[src/rtl/regfile_wb_arbiter.sv]
// Write-back arbiter owning the single regfile write port: pipeline results have
// priority, mult/div results wait in a one-entry holding register.
module regfile_wb_arbiter #(
  parameter int STARVE_LIMIT = 4,
  parameter bit DROP_R0      = 1'b1,
  parameter int DATA_W       = 32
) (
  input  logic              clock,
  input  logic              ctrl_resetn,
  input  logic              pipe_we,
  input  logic [4:0]        pipe_rd,
  input  logic [DATA_W-1:0] pipe_data,
  input  logic              md_valid,
  input  logic [4:0]        md_rd,
  input  logic [DATA_W-1:0] md_data,
  output logic              md_ready,
  input  logic [4:0]        ctrl_readRegA,
  input  logic [4:0]        ctrl_readRegB,
  output logic              md_hazard,
  output logic              stall_pipe,
  output logic              err_overrun,
  output logic              ctrl_writeEn,
  output logic [4:0]        ctrl_writeReg,
  output logic [DATA_W-1:0] data_writeReg
);

  localparam logic [3:0] LIMIT = 4'(STARVE_LIMIT);

  logic              held;
  logic [4:0]        heldRd;
  logic [DATA_W-1:0] heldData;
  logic [3:0]        cnt;

  logic       pipeReq;
  logic       heldWins;
  logic       squash;
  logic       captureKeep;
  logic [3:0] cntNext;

  assign md_ready  = ~held;
  assign md_hazard = held && (heldRd != 5'd0) &&
                     ((heldRd == ctrl_readRegA) || (heldRd == ctrl_readRegB));

  always_comb begin
    pipeReq     = pipe_we && !stall_pipe && !(DROP_R0 && (pipe_rd == 5'd0));
    heldWins    = held && !pipeReq;
    // A younger pipe write to the same register makes the held result stale.
    squash      = held && pipeReq && (pipe_rd == heldRd);
    captureKeep = md_valid && !held && !(DROP_R0 && (md_rd == 5'd0));
    cntNext     = cnt;
    if (!held || heldWins || squash) begin
      cntNext = 4'd0;
    end else begin
      cntNext = cnt + 4'd1;
    end
  end

  // ---- holding register control and write-port select ----
  always_ff @(posedge clock or negedge ctrl_resetn) begin
    if (!ctrl_resetn) begin
      held          <= 1'b0;
      cnt           <= 4'd0;
      stall_pipe    <= 1'b0;
      err_overrun   <= 1'b0;
      ctrl_writeEn  <= 1'b0;
      ctrl_writeReg <= 5'd0;
      data_writeReg <= '0;
    end else begin
      cnt <= cntNext;

      if (heldWins || squash) begin
        held <= 1'b0;
      end else if (captureKeep) begin
        held <= 1'b1;
      end

      if (heldWins) begin
        stall_pipe <= 1'b0;
      end else if (held && (cntNext == LIMIT)) begin
        stall_pipe <= 1'b1;
      end

      if (pipe_we && stall_pipe) begin
        err_overrun <= 1'b1;
      end

      if (pipeReq) begin
        ctrl_writeEn  <= 1'b1;
        ctrl_writeReg <= pipe_rd;
        data_writeReg <= pipe_data;
      end else if (held) begin
        ctrl_writeEn  <= 1'b1;
        ctrl_writeReg <= heldRd;
        data_writeReg <= heldData;
      end else begin
        ctrl_writeEn  <= 1'b0;
      end
    end
  end

  // ---- holding register payload (qualified by held, so left unreset) ----
  always_ff @(posedge clock) begin
    if (captureKeep) begin
      heldRd   <= md_rd;
      heldData <= md_data;
    end
  end

endmodule

[config.mk]
export PLATFORM = sky130hd
export DESIGN_NAME = regfile_wb_arbiter
export DESIGN_NICKNAME = d
export VERILOG_FILES = /design/src/rtl/regfile_wb_arbiter.sv
export SDC_FILE = /design/constraint.sdc
export NUM_CORES = 1
export LEC_CHECK = 0
export ABC_AREA = 1
export BUFFER_PORTS_ARGS = -buffer_cell sky130_fd_sc_hd__buf_2
export CAP_MARGIN = 10
export CORE_ASPECT_RATIO = 0.6
export CORE_UTILIZATION = 40
export CTS_BUF_LIST = sky130_fd_sc_hd__clkbuf_16
export DETAILED_ROUTE_END_ITERATION = 8
export PLACE_DENSITY = 0.76
export SYNTH_ARGS = -nofsm -noshare
export SYNTH_HDL_FRONTEND = slang
export SYNTH_SLANG_ARGS = --single-unit
[constraint.sdc]
create_clock -name clock -period 2.2 [get_ports clock]
set_input_delay 0.55 -clock clock [delete_from_list [all_inputs] [get_ports clock]]
set_output_delay 0.55 -clock clock [all_outputs]
set_load 0.01 [all_outputs]
==> summary.md, run 1 <==
| Metric | Value |
|---|---|
| Placed Cells incl. Taps | 549 |
| Initial antenna violation count | 0 |
| Core area | 8010 sq um |
| Crit path max fanout | 3 |
| Overall Power | 3.94 mW |
| Clock Tree Buf Depth | 2 |
| Clock share of power | 36.5% |
| Max Used Layer | met4 |
| Critical-path cell with the highest stage delay | edfxtp_1 |
| Stages on worst setup path | 5 |
| Gate power share | 15.7% |
| Critical path's largest stage delay | 0.46 ns |
| Chip Height | 73.0 um |
| Syn Inst Count | 316 |
| Setup TNS | 0 ns |
| Commonest cells after routing, fill and taps aside | buf_2 (129), nand2_1 (123), dfrtp_1 (45), edfxtp_1 (37), nand3_1 (36) |
| Reg2Reg Depth | 4 |
| Reg2reg end | heldData[15] |
| Run status | finished clean |
| Final setup violation count | 0 |
| Routability cong. | 0.849 |
| Syn Nets | 405 |
| Synthesized cell area | 3360 sq um |
| Diode count | 0 |
| Register share of total power | 47.8% |
| Grt ovf | 0 |
| DIE AREA | 8790 sq um |
| Clk_lat worst skew | 0.33 ns |
| Crit path max-delay family | flip-flops |
| Final cycle utilization of the critical path | 97.8% |
| ANT nets after route | 0 |
| Die W | 120 um |
| Setup crit end | md_hazard |
| Max-cap violations | 0 |
| Vias | 2741 |
| Cell Chain, Critical Path | xor2_1 -> nor3b_1 -> nand4_1 -> a21oi_2 -> buf_2 |
| Rows | 25 |
| Critical path buffers and inverters | 1 |
| WL/cell | 13.7 um |
| Sink Count | 82 |
| Total CTS buffers | 9 |
| Final WS setup | 0.0474 ns |
| First-pass GRT wire length | 12.4 mm |
| Max Freq | 465 MHz |
| Fill count | 744 |
| Int Power | 2.91 mW |
| I/O pin cnt | 130 |
| R2r setup slk | 0.67 ns |
| Area of the multi-input gates | 981 sq um |
| Most common cell after layout, fill and taps aside | buf_2 |
| Syn. warnings | 0 |
| WS Path Type | reg -> out |
| Number of I/O port buffers | 129 |
| Root Driver | clkbuf_16 |
| Count of final max-slew check failures | 0 |
| Final wirelength | 7.80 mm |
| Register area share after synthesis | 66.5% |
| DRC errors left | 0 |
| Switching pwr | 1.03 mW |
| Routed vias/inst | 4.82 |
| Nets | 545 |
| Area grow syn2layout | 32.1% |
| Metal1 wirelength | 3.54 mm |
| Rel. slew slack | 67.2% |
| Period minus WS final | 2.15 ns |
| Critical path launch point | heldRd[0] |
| Syn Area/Cell | 10.6 sq um |
| Leak pwr | 2.16 nW |
| Setup crit start kind | register |
| Detailed placement HPWL | 5.58 mm |
| CP Data Arrival Time | 1.60 ns |
| Largest net degree at the start of global routing | 38 |
| Initial Utilization | 42.0% |
| Final non-filler cell total | 569 |
| Pre-CTS WS | 0.194 ns |
| Net Sw Frac | 26.2% |
| Vias in the first global route | 2557 |
| HP Class | in -> async |
| Worst slew pin tran | 0.492 ns |
| Final hold violations | 0 |
| Htree depth | 3 |
| Met3 WL post-DR | 727 um |
| Register area | 2240 sq um |
| CTS tree | built |
| Tot GR Track Use | 18.9% |
| R2R Path Start | held |
| Max VDD drop | 505 uV |
| Metal2 WL | 3.50 mm |
| Power Dens Cells | 887 nW/um^2 |
| Distinct cells, synth | 27 |
| Hold_ws | 0.180 ns |
| Share of layout cells above drive strength 1 | 36.9% |
| Crit end category | primary output |
| CP required | 1.65 ns |
| 1st-iter DRT viols | 137 |
| Max Clock Skew | 0.00608 ns |
| Clock Pin Slew Worst Setup and Hold Paths | 0.06 ns |
| Yosys reg bits | 82 |
| Drt pass-1 iters | 5 |
==> power groups by stage <==
stage	combinational [mW]	clock [mW]	sequential (mW)
2_1_floorplan	0.283	0	1.95
3_3_place_gp	0.596	0	1.90
3_5_place_dp	0.615	0	1.91
4_1_cts	0.616	1.47	1.88
5_1_grt	0.691	1.54	1.90
6_report	0.617	1.44	1.88
==> flip-flops by register name, summed over array words and instances (netlist names) <==
register       cells
cnt                4
ctrl_writeEn       1
ctrl_writeReg      5
data_writeReg     32
err_overrun        1
held               1
heldData          32
heldRd             5
stall_pipe         1
==> stage by stage <==
step / util, % / area [sq um]
detailed placement: 51.4 / 4120
floorplan: - / 3360
finish: 55.5 / 4440
global route: 55.5 / 4440
CTS: 55.0 / 4400
global placement: 51.4 / 4120
==> how the worst min path moves through the flow <==
stage                             from  depth (start not counted)                end
final                      ctrl_resetn                          1  data_writeReg[13]
after global placement     heldData[7]                          2   data_writeReg[7]
after detailed placement  heldData[26]                          2  data_writeReg[26]
after CTS                  ctrl_resetn                          1  data_writeReg[13]
after global routing       ctrl_resetn                          1  data_writeReg[20]
after floorplan            ctrl_resetn                          0             cnt[0]
==> cell type report <==
class,count,area share [%]
inverters,19,1.72
flip-flops and latches,82,50.4
clock buffers,9,5.07
well taps,108,3.04
repair buffers,138,16.3
clock inverters,7,1.41
multi-input cells,206,22.1
==> kinds of logic (layout without fill, tap and decap cells) <==
| group | Yosys count | after routing | share of synthesized area [%] |
|---|---|---|---|
| DFF | 82 | 82 | 66.5 |
| buffers and inverters | 28 | 173 | 4.61 |
| adders and majority gates | 1 | 1 | 0.372 |
| xor gates and xnor gates | 10 | 10 | 2.60 |
| and+or+nand+nor | 186 | 186 | 24.0 |
| AOI/OAI and AO/OA | 9 | 9 | 1.86 |
==> per-layer routing <==
metal / vias to the layer above / global-route usage (%)
li1: 1317 / -
met4: 0 / 4.94
met3: 6 / 7.19
met1: 1303 / 25.3
met5: - / 0
met2: 115 / 29.2
==> cells in the mapped netlist (all sizes together) <==
master,instances,area share [%]
edfxtp,37,33
or2,2,0.37
dfrtp,45,33
o21ai,1,0.15
ha,1,0.37
nand2,126,15
xnor2,8,2.1
a21oi,3,0.45
a21o,1,0.22
inv,19,2.3
nor3b,1,0.22
o221ai,4,1.0
buf,9,2.3
nand3,38,6.0
xor2,2,0.52
nand4,4,0.74
nor2,14,1.9
nor3,1,0.15
==> repair_timing <==
item,CTS,global route
resized for setup,0,4
buffers inserted,0,4
endpoints found under the setup margin,0,1
hold buffers,0,0
Power figures use the tool's default switching activity.
==> inputs of run 2 (changes only) <==
Settings changed: CTS_BUF_LIST sky130_fd_sc_hd__clkbuf_16 to default.
==> run 2 against run 1 <==
Via count unchanged. Sequential share of layout area decreased by 0.11 points. Flip-flop and latch count unchanged. Worst setup slack improved by 0.00098 ns. Register-to-register slack about the same. Total power increased by 1.0%. Die area unchanged.
==> summary.md, run 2 (synthesis gave the netlist of run 1 again) <==
| Metric | Value |
|---|---|
| Max-cap violations | 0 (unchanged) |
| HP Class | in -> async |
| Clock Pin Slew Worst Setup and Hold Paths | 0.06 ns (about the same) |
| CTS tree | built |
| ANT nets after route | 0 (unchanged) |
| Max VDD drop | 503 uV (-0.36%) |
| Final cycle utilization of the critical path | 97.8% (about the same) |
| Cell Chain, Critical Path | xor2_1 -> nor3b_1 -> nand4_1 -> a21oi_2 -> buf_2 |
| Power Dens Cells | 894 nW/um^2 (+0.78%) |
| Run status | finished clean |
| Max Clock Skew | 0.00604 ns (-0.0000404 ns) |
| Final Util | 55.6% (+0.12 points) |
| Total CTS buffers | 9 (unchanged) |
| Leak pwr | 2.16 nW (about the same) |
| DRC errors left | 0 (unchanged) |
| Final wirelength | 7.82 mm (+0.21%) |
| Clk_lat worst skew | 0.33 ns (about the same) |
| Initial Utilization | 42.0% (unchanged) |
| Rows | 25 (unchanged) |
| Share of layout cells above drive strength 1 | 37.1% (+0.22 points) |
| Clock share of power | 37.2% (+0.7 points) |
| Nets | 545 (unchanged) |
| Tot GR Track Use | 18.9% (unchanged) |
| Detailed placement HPWL | 5.58 mm (unchanged) |
| Reg2Reg Depth | 4 (unchanged) |
| I/O pin cnt | 130 (unchanged) |
| WS Path Type | reg -> out |
| CP Data Arrival Time | 1.60 ns (about the same) |
| Clock Tree Buf Depth | 2 (unchanged) |
| Drt pass-1 iters | 4 (-1) |
| Hold_buf cts | 0 (unchanged) |
| Critical path's largest stage delay | 0.46 ns (about the same) |
| Routed vias/inst | 4.82 (unchanged) |
| Setup crit start kind | register |
| Overall Power | 3.98 mW (+1.0%) |
| R2r setup slk | 0.67 ns (about the same) |
| Int Power | 2.95 mW (+1.4%) |
| Setup TNS | 0 ns (unchanged) |
| Register share of total power | 47.3% (-0.5 points) |
| Commonest cells after routing, fill and taps aside | buf_2 (129), nand2_1 (123), dfrtp_1 (45), edfxtp_1 (37), nand3_1 (36) |
| Grt ovf | 0 (unchanged) |
| Die W | 120 um (unchanged) |
| Area grow syn2layout | 32.4% |
| Largest net degree at the start of global routing | 38 (unchanged) |
| R2R Path Start | held |
| Count of final max-slew check failures | 0 (unchanged) |
| Worst slew pin tran | 0.494 ns (+0.00134 ns) |
| Gate power share | 15.5% (-0.2 points) |
| Sink Count | 82 (unchanged) |
| Diode count | 0 (unchanged) |
| Final setup violation count | 0 (unchanged) |
| Reg2reg end | heldData[15] |
| Vias in the first global route | 2557 (unchanged) |
| WL/cell | 13.7 um (+0.21%) |
| Net Sw Frac | 25.9% (-0.26 points) |
| Htree depth | 3 (unchanged) |
| Rel. slew slack | 67.1% (-0.090 points) |
| Critical-path cell with the highest stage delay | edfxtp_1 |
| Initial antenna violation count | 0 (unchanged) |
| Number of I/O port buffers | 129 (unchanged) |
| DIE AREA | 8790 sq um (unchanged) |
| Most common cell after layout, fill and taps aside | buf_2 |
| Biggest regs | data_writeReg x32, heldData x32 |
| CP required | 1.65 ns (about the same) |
| Period minus WS final | 2.15 ns (-0.000983 ns) |
| Vias | 2741 (unchanged) |
| Chip Height | 73.0 um (unchanged) |
| 1st-iter DRT viols | 135 (-1.5%) |
| Core area | 8010 sq um (unchanged) |
| Crit end category | primary output |
| Max Freq | 465 MHz (about the same) |
| Crit path max fanout | 3 (unchanged) |
| Root Driver | clkbuf_16 |
| Switching pwr | 1.03 mW (about the same) |
| Routability cong. | 0.849 (unchanged) |
| Final hold violations | 0 (unchanged) |
| Final non-filler cell total | 569 (unchanged) |
| First-pass GRT wire length | 12.4 mm (unchanged) |
| Placed Cells incl. Taps | 549 (unchanged) |
## run 2: cell types whose count changed in the layout (fill, tap and decap cells not counted), sizes merged
cell    delta
inv        -1
clkinv     -1
clkbuf     +2
## run 2: worst max-delay path by stage
stage	from	end	slack [ns]
4_1_cts	heldRd[1]	md_hazard	0.008
2_1_floorplan	held	heldData[0]	0.29
5_1_grt	heldRd[0]	md_hazard	-0.05
3_3_place_gp	ctrl_readRegA[1]	md_hazard	0.19
3_5_place_dp	ctrl_readRegA[1]	md_hazard	0.19
6_report	heldRd[0]	md_hazard	0.05
## run 2: layer usage
layer / track usage (%) / wire length, um
met1: 25.3 / 3550
met2: 29.2 / 3500
met3: 7.19 / 727
met4: 4.94 / 33
met5: 0 / 0
## run 2: power by group through the flow
stage	clock network (mW)	registers [mW]	logic, mW
finish	1.48	1.88	0.617
global route	1.59	1.90	0.691
detailed placement	0	1.91	0.615
CTS	1.51	1.88	0.616
floorplan	0	1.95	0.283
global placement	0	1.90	0.596
## run 2: layout make-up
| cell class | count | area [sq um] |
|---|---|---|
| multi-input combinational | 206 | 981 |
| timing repair buffer | 138 | 726 |
| sequential | 82 | 2240 |
| inverter | 19 | 76.3 |
| clock inverter | 5 | 55.1 |
| tap | 108 | 135 |
| clock buffer | 11 | 243 |
| fill | 743 | 3550 |
## run 2: repair_timing
| item | CTS | global route |
|---|---|---|
| setup buffers | 0 | 4 |
| gates resized for setup | 0 | 4 |
| endpoints found under the setup margin | 0 | 1 |
## run 2: critical path, delay by kind of cell, from the launching register on
kind	cells	cell delay [ns]
and+or+nand+nor	2	0.32
DFF	1	0.46
AOI/OAI and AO/OA	1	0.16
buffers and inverters	1	0.14
xor gates and xnor gates	1	0.20
## run 2: metrics by stage
stage	setup slack, ns	cell area [sq um]	hold slack, ns
floorplan	0.288	3360	0.254
global placement	0.192	4120	0.432
detailed placement	0.194	4120	0.441
CTS	0.00753	4410	0.190
global route	-0.0530	4450	0.205
finish	0.0483	4450	0.180
==> inputs of run 3 (changes only) <==
Settings changed: CORE_ASPECT_RATIO 0.6 to 1.5.
==> run 3 against run 2 <==
Clock skew is 0.00070 ns lower. Worst setup slack better by 0.014 ns. Largest cell class unchanged. Flip-flop and latch count stayed put. Utilization is 0.35 points lower. Critical path depth stayed put. Sequential power hardly changed. Clock power is 9% higher. Critical path type unchanged. Largest power group unchanged.
==> summary.md, run 3 (synthesis gave the netlist of run 1 again) <==
| Metric | Value |
|---|---|
| Tot GR Track Use | 18.6% (-0.30 points) |
| Die W | 76.9 um (-36%) |
| Core area | 8060 sq um (+0.63%) |
| HP Start | md_data[19] |
| Routability cong. | 0.792 (-6.7%) |
| Number of I/O port buffers | 129 (unchanged) |
| Biggest regs | data_writeReg x32, heldData x32 |
| Vias | 2653 (-3.2%) |
| DIE AREA | 8790 sq um (about the same) |
| WL/cell | 13.6 um (-0.75%) |
| Detailed placement HPWL | 5.50 mm (-1.4%) |
| Met3 WL post-DR | 314 um (-57%) |
| Overall Power | 4.11 mW (+3.1%) |
| 1st-iter DRT viols | 202 (+50%) |
| HP Class | in -> reg |
| Rel. slew slack | 59.8% (-7.3 points) |
| R2r setup slk | 0.65 ns (-0.02 ns) |
| Crit end category | primary output |
| Clock Tree Buf Depth | 2 (unchanged) |
| Hold depth | 1 |
| Final wirelength | 7.69 mm (-1.6%) |
| Clock Pin Slew Worst Setup and Hold Paths | 0.06 ns (about the same) |
| R2R Path Start | stall_pipe |
| Nets | 543 (-0.37%) |
| Register area | 2240 sq um (unchanged) |
| Max Used Layer | met4 |
| ANT nets after route | 0 (unchanged) |
| Area grow syn2layout | 32.4% (unchanged) |
| Max Clock Skew | 0.00534 ns (-0.000703 ns) |
| Initial antenna violation count | 0 (unchanged) |
| Initial Utilization | 41.7% (-0.26 points) |
| Metal1 wirelength | 2.87 mm (-19%) |
| Final hold violations | 0 (unchanged) |
| CTS tree | built |
| I/O pin cnt | 130 (unchanged) |
| Run status | finished clean |
| Reg2Reg Depth | 5 (+1) |
| Most common cell after layout, fill and taps aside | buf_2 |
| Fill count | 723 (-2.7%) |
| Critical-path cell with the highest stage delay | edfxtp_1 |
| Leak pwr | 2.17 nW (about the same) |
| Worst slew pin tran | 0.603 ns (+0.109 ns) |
| Rows | 40 (+60%) |
| Chip Height | 114 um (+57%) |
| Worst Hold Endpoint | heldData[19] |
| Total CTS buffers | 9 (unchanged) |
| Sink Count | 82 (unchanged) |
| Share of layout cells above drive strength 1 | 36.6% (-0.49 points) |
| DRC errors left | 0 (unchanged) |
| Root Driver | clkbuf_16 |
| Htree depth | 3 (unchanged) |
| Metal2 WL | 4.31 mm (+23%) |
| Clk_lat worst skew | 0.33 ns (about the same) |
| Commonest cells after routing, fill and taps aside | buf_2 (129), nand2_1 (123), dfrtp_1 (45), edfxtp_1 (37), nand3_1 (36) |
| Cell Chain, Critical Path | or2_2 -> a21oi_2 -> nand4_1 -> a21oi_1 -> buf_2 |
| Largest net degree at the start of global routing | 38 (unchanged) |
| Critical path launch point | heldRd[1] |
| Power Dens Cells | 922 nW/um^2 (+3.1%) |
| Setup crit start kind | register |
| Max Freq | 468 MHz (+0.64%) |
| Reg2reg end | data_writeReg[26] |
| Grt ovf | 0 (unchanged) |
| Count of final max-slew check failures | 0 (unchanged) |
| Final cycle utilization of the critical path | 97.2% (-0.62 points) |
| Final non-filler cell total | 564 (-0.88%) |
| Diode count | 0 (unchanged) |
| Routed vias/inst | 4.70 (-2.4%) |
| Area of the multi-input gates | 980 sq um (-0.13%) |
| Final setup violation count | 0 (unchanged) |
| Critical path's largest stage delay | 0.43 ns (-0.03 ns) |
| Drt pass-1 iters | 5 (+1) |
| CP required | 1.65 ns (about the same) |
| Max VDD drop | 579 uV (+15%) |
| Period minus WS final | 2.14 ns (-0.0136 ns) |
| Crit path max fanout | 4 (+1) |
| Max-cap violations | 0 (unchanged) |
| First-pass GRT wire length | 12.4 mm (-0.45%) |
| Vias in the first global route | 2671 (+4.5%) |
| WS Path Type | reg -> out |
| Placed Cells incl. Taps | 545 (-0.73%) |
| CP Data Arrival Time | 1.59 ns (about the same) |
==> run 3: power breakdown <==
group          internal (mW)  switching, mW  leakage (nW)  total (mW)
Combinational          0.245          0.370          1.11       0.615
Clock                   1.03          0.588         0.157        1.61
Sequential              1.79         0.0837         0.903        1.88
Total                   3.06           1.04          2.17        4.11
==> run 3: final cells by class <==
cell class	instances	area share [%]
clock buffer	10	5.37
sequential	82	50.2
multi-input combinational	206	22.0
clock inverter	6	1.99
timing repair buffer	136	15.7
inverter	19	1.71
tap	105	2.95
==> run 3: how the worst max path moves through the flow <==
stage	end	slack [ns]	cells after the start
2_1_floorplan	heldData[0]	0.29	3
3_3_place_gp	md_hazard	0.22	6
3_5_place_dp	md_hazard	0.21	6
4_1_cts	md_hazard	0.05	5
5_1_grt	md_hazard	-0.001	5
6_report	md_hazard	0.06	5
==> run 3: routing by layer <==
layer  vias up  GRT usage [%]
li1       1310              -
met1      1249           19.8
met2        77           34.3
met3        17           3.51
met4         0           10.4
met5         -              0
==> run 3: per-stage QoR <==
stage	setup TNS (ns)	cell area (sq um)	utilization, %	hold slack (ns)	setup WS (ns)
2_1_floorplan	0	3360	-	0.254	0.288
3_3_place_gp	0	4090	50.8	0.342	0.224
3_5_place_dp	0	4090	50.8	0.344	0.212
4_1_cts	0	4430	55.0	0.375	0.0525
5_1_grt	-0.00109	4450	55.3	0.378	-0.00109
6_report	0	4450	55.3	0.387	0.0620
==> run 3: what timing repair did <==
item | in CTS | in global routing
hold endpoints to repair | 1 | 0
hold buffers | 1 | 0
setup endpoints to repair | 0 | 1
setup buffers | 0 | 2
resized for setup | 0 | 3
==> run 3: critical path, delay by kind of cell (launching register included) <==
| family | cells | cell delay (ns) |
|---|---|---|
| flops | 1 | 0.43 |
| compound gates | 2 | 0.28 |
| buf+inv | 1 | 0.14 |
| simple gates | 2 | 0.40 |
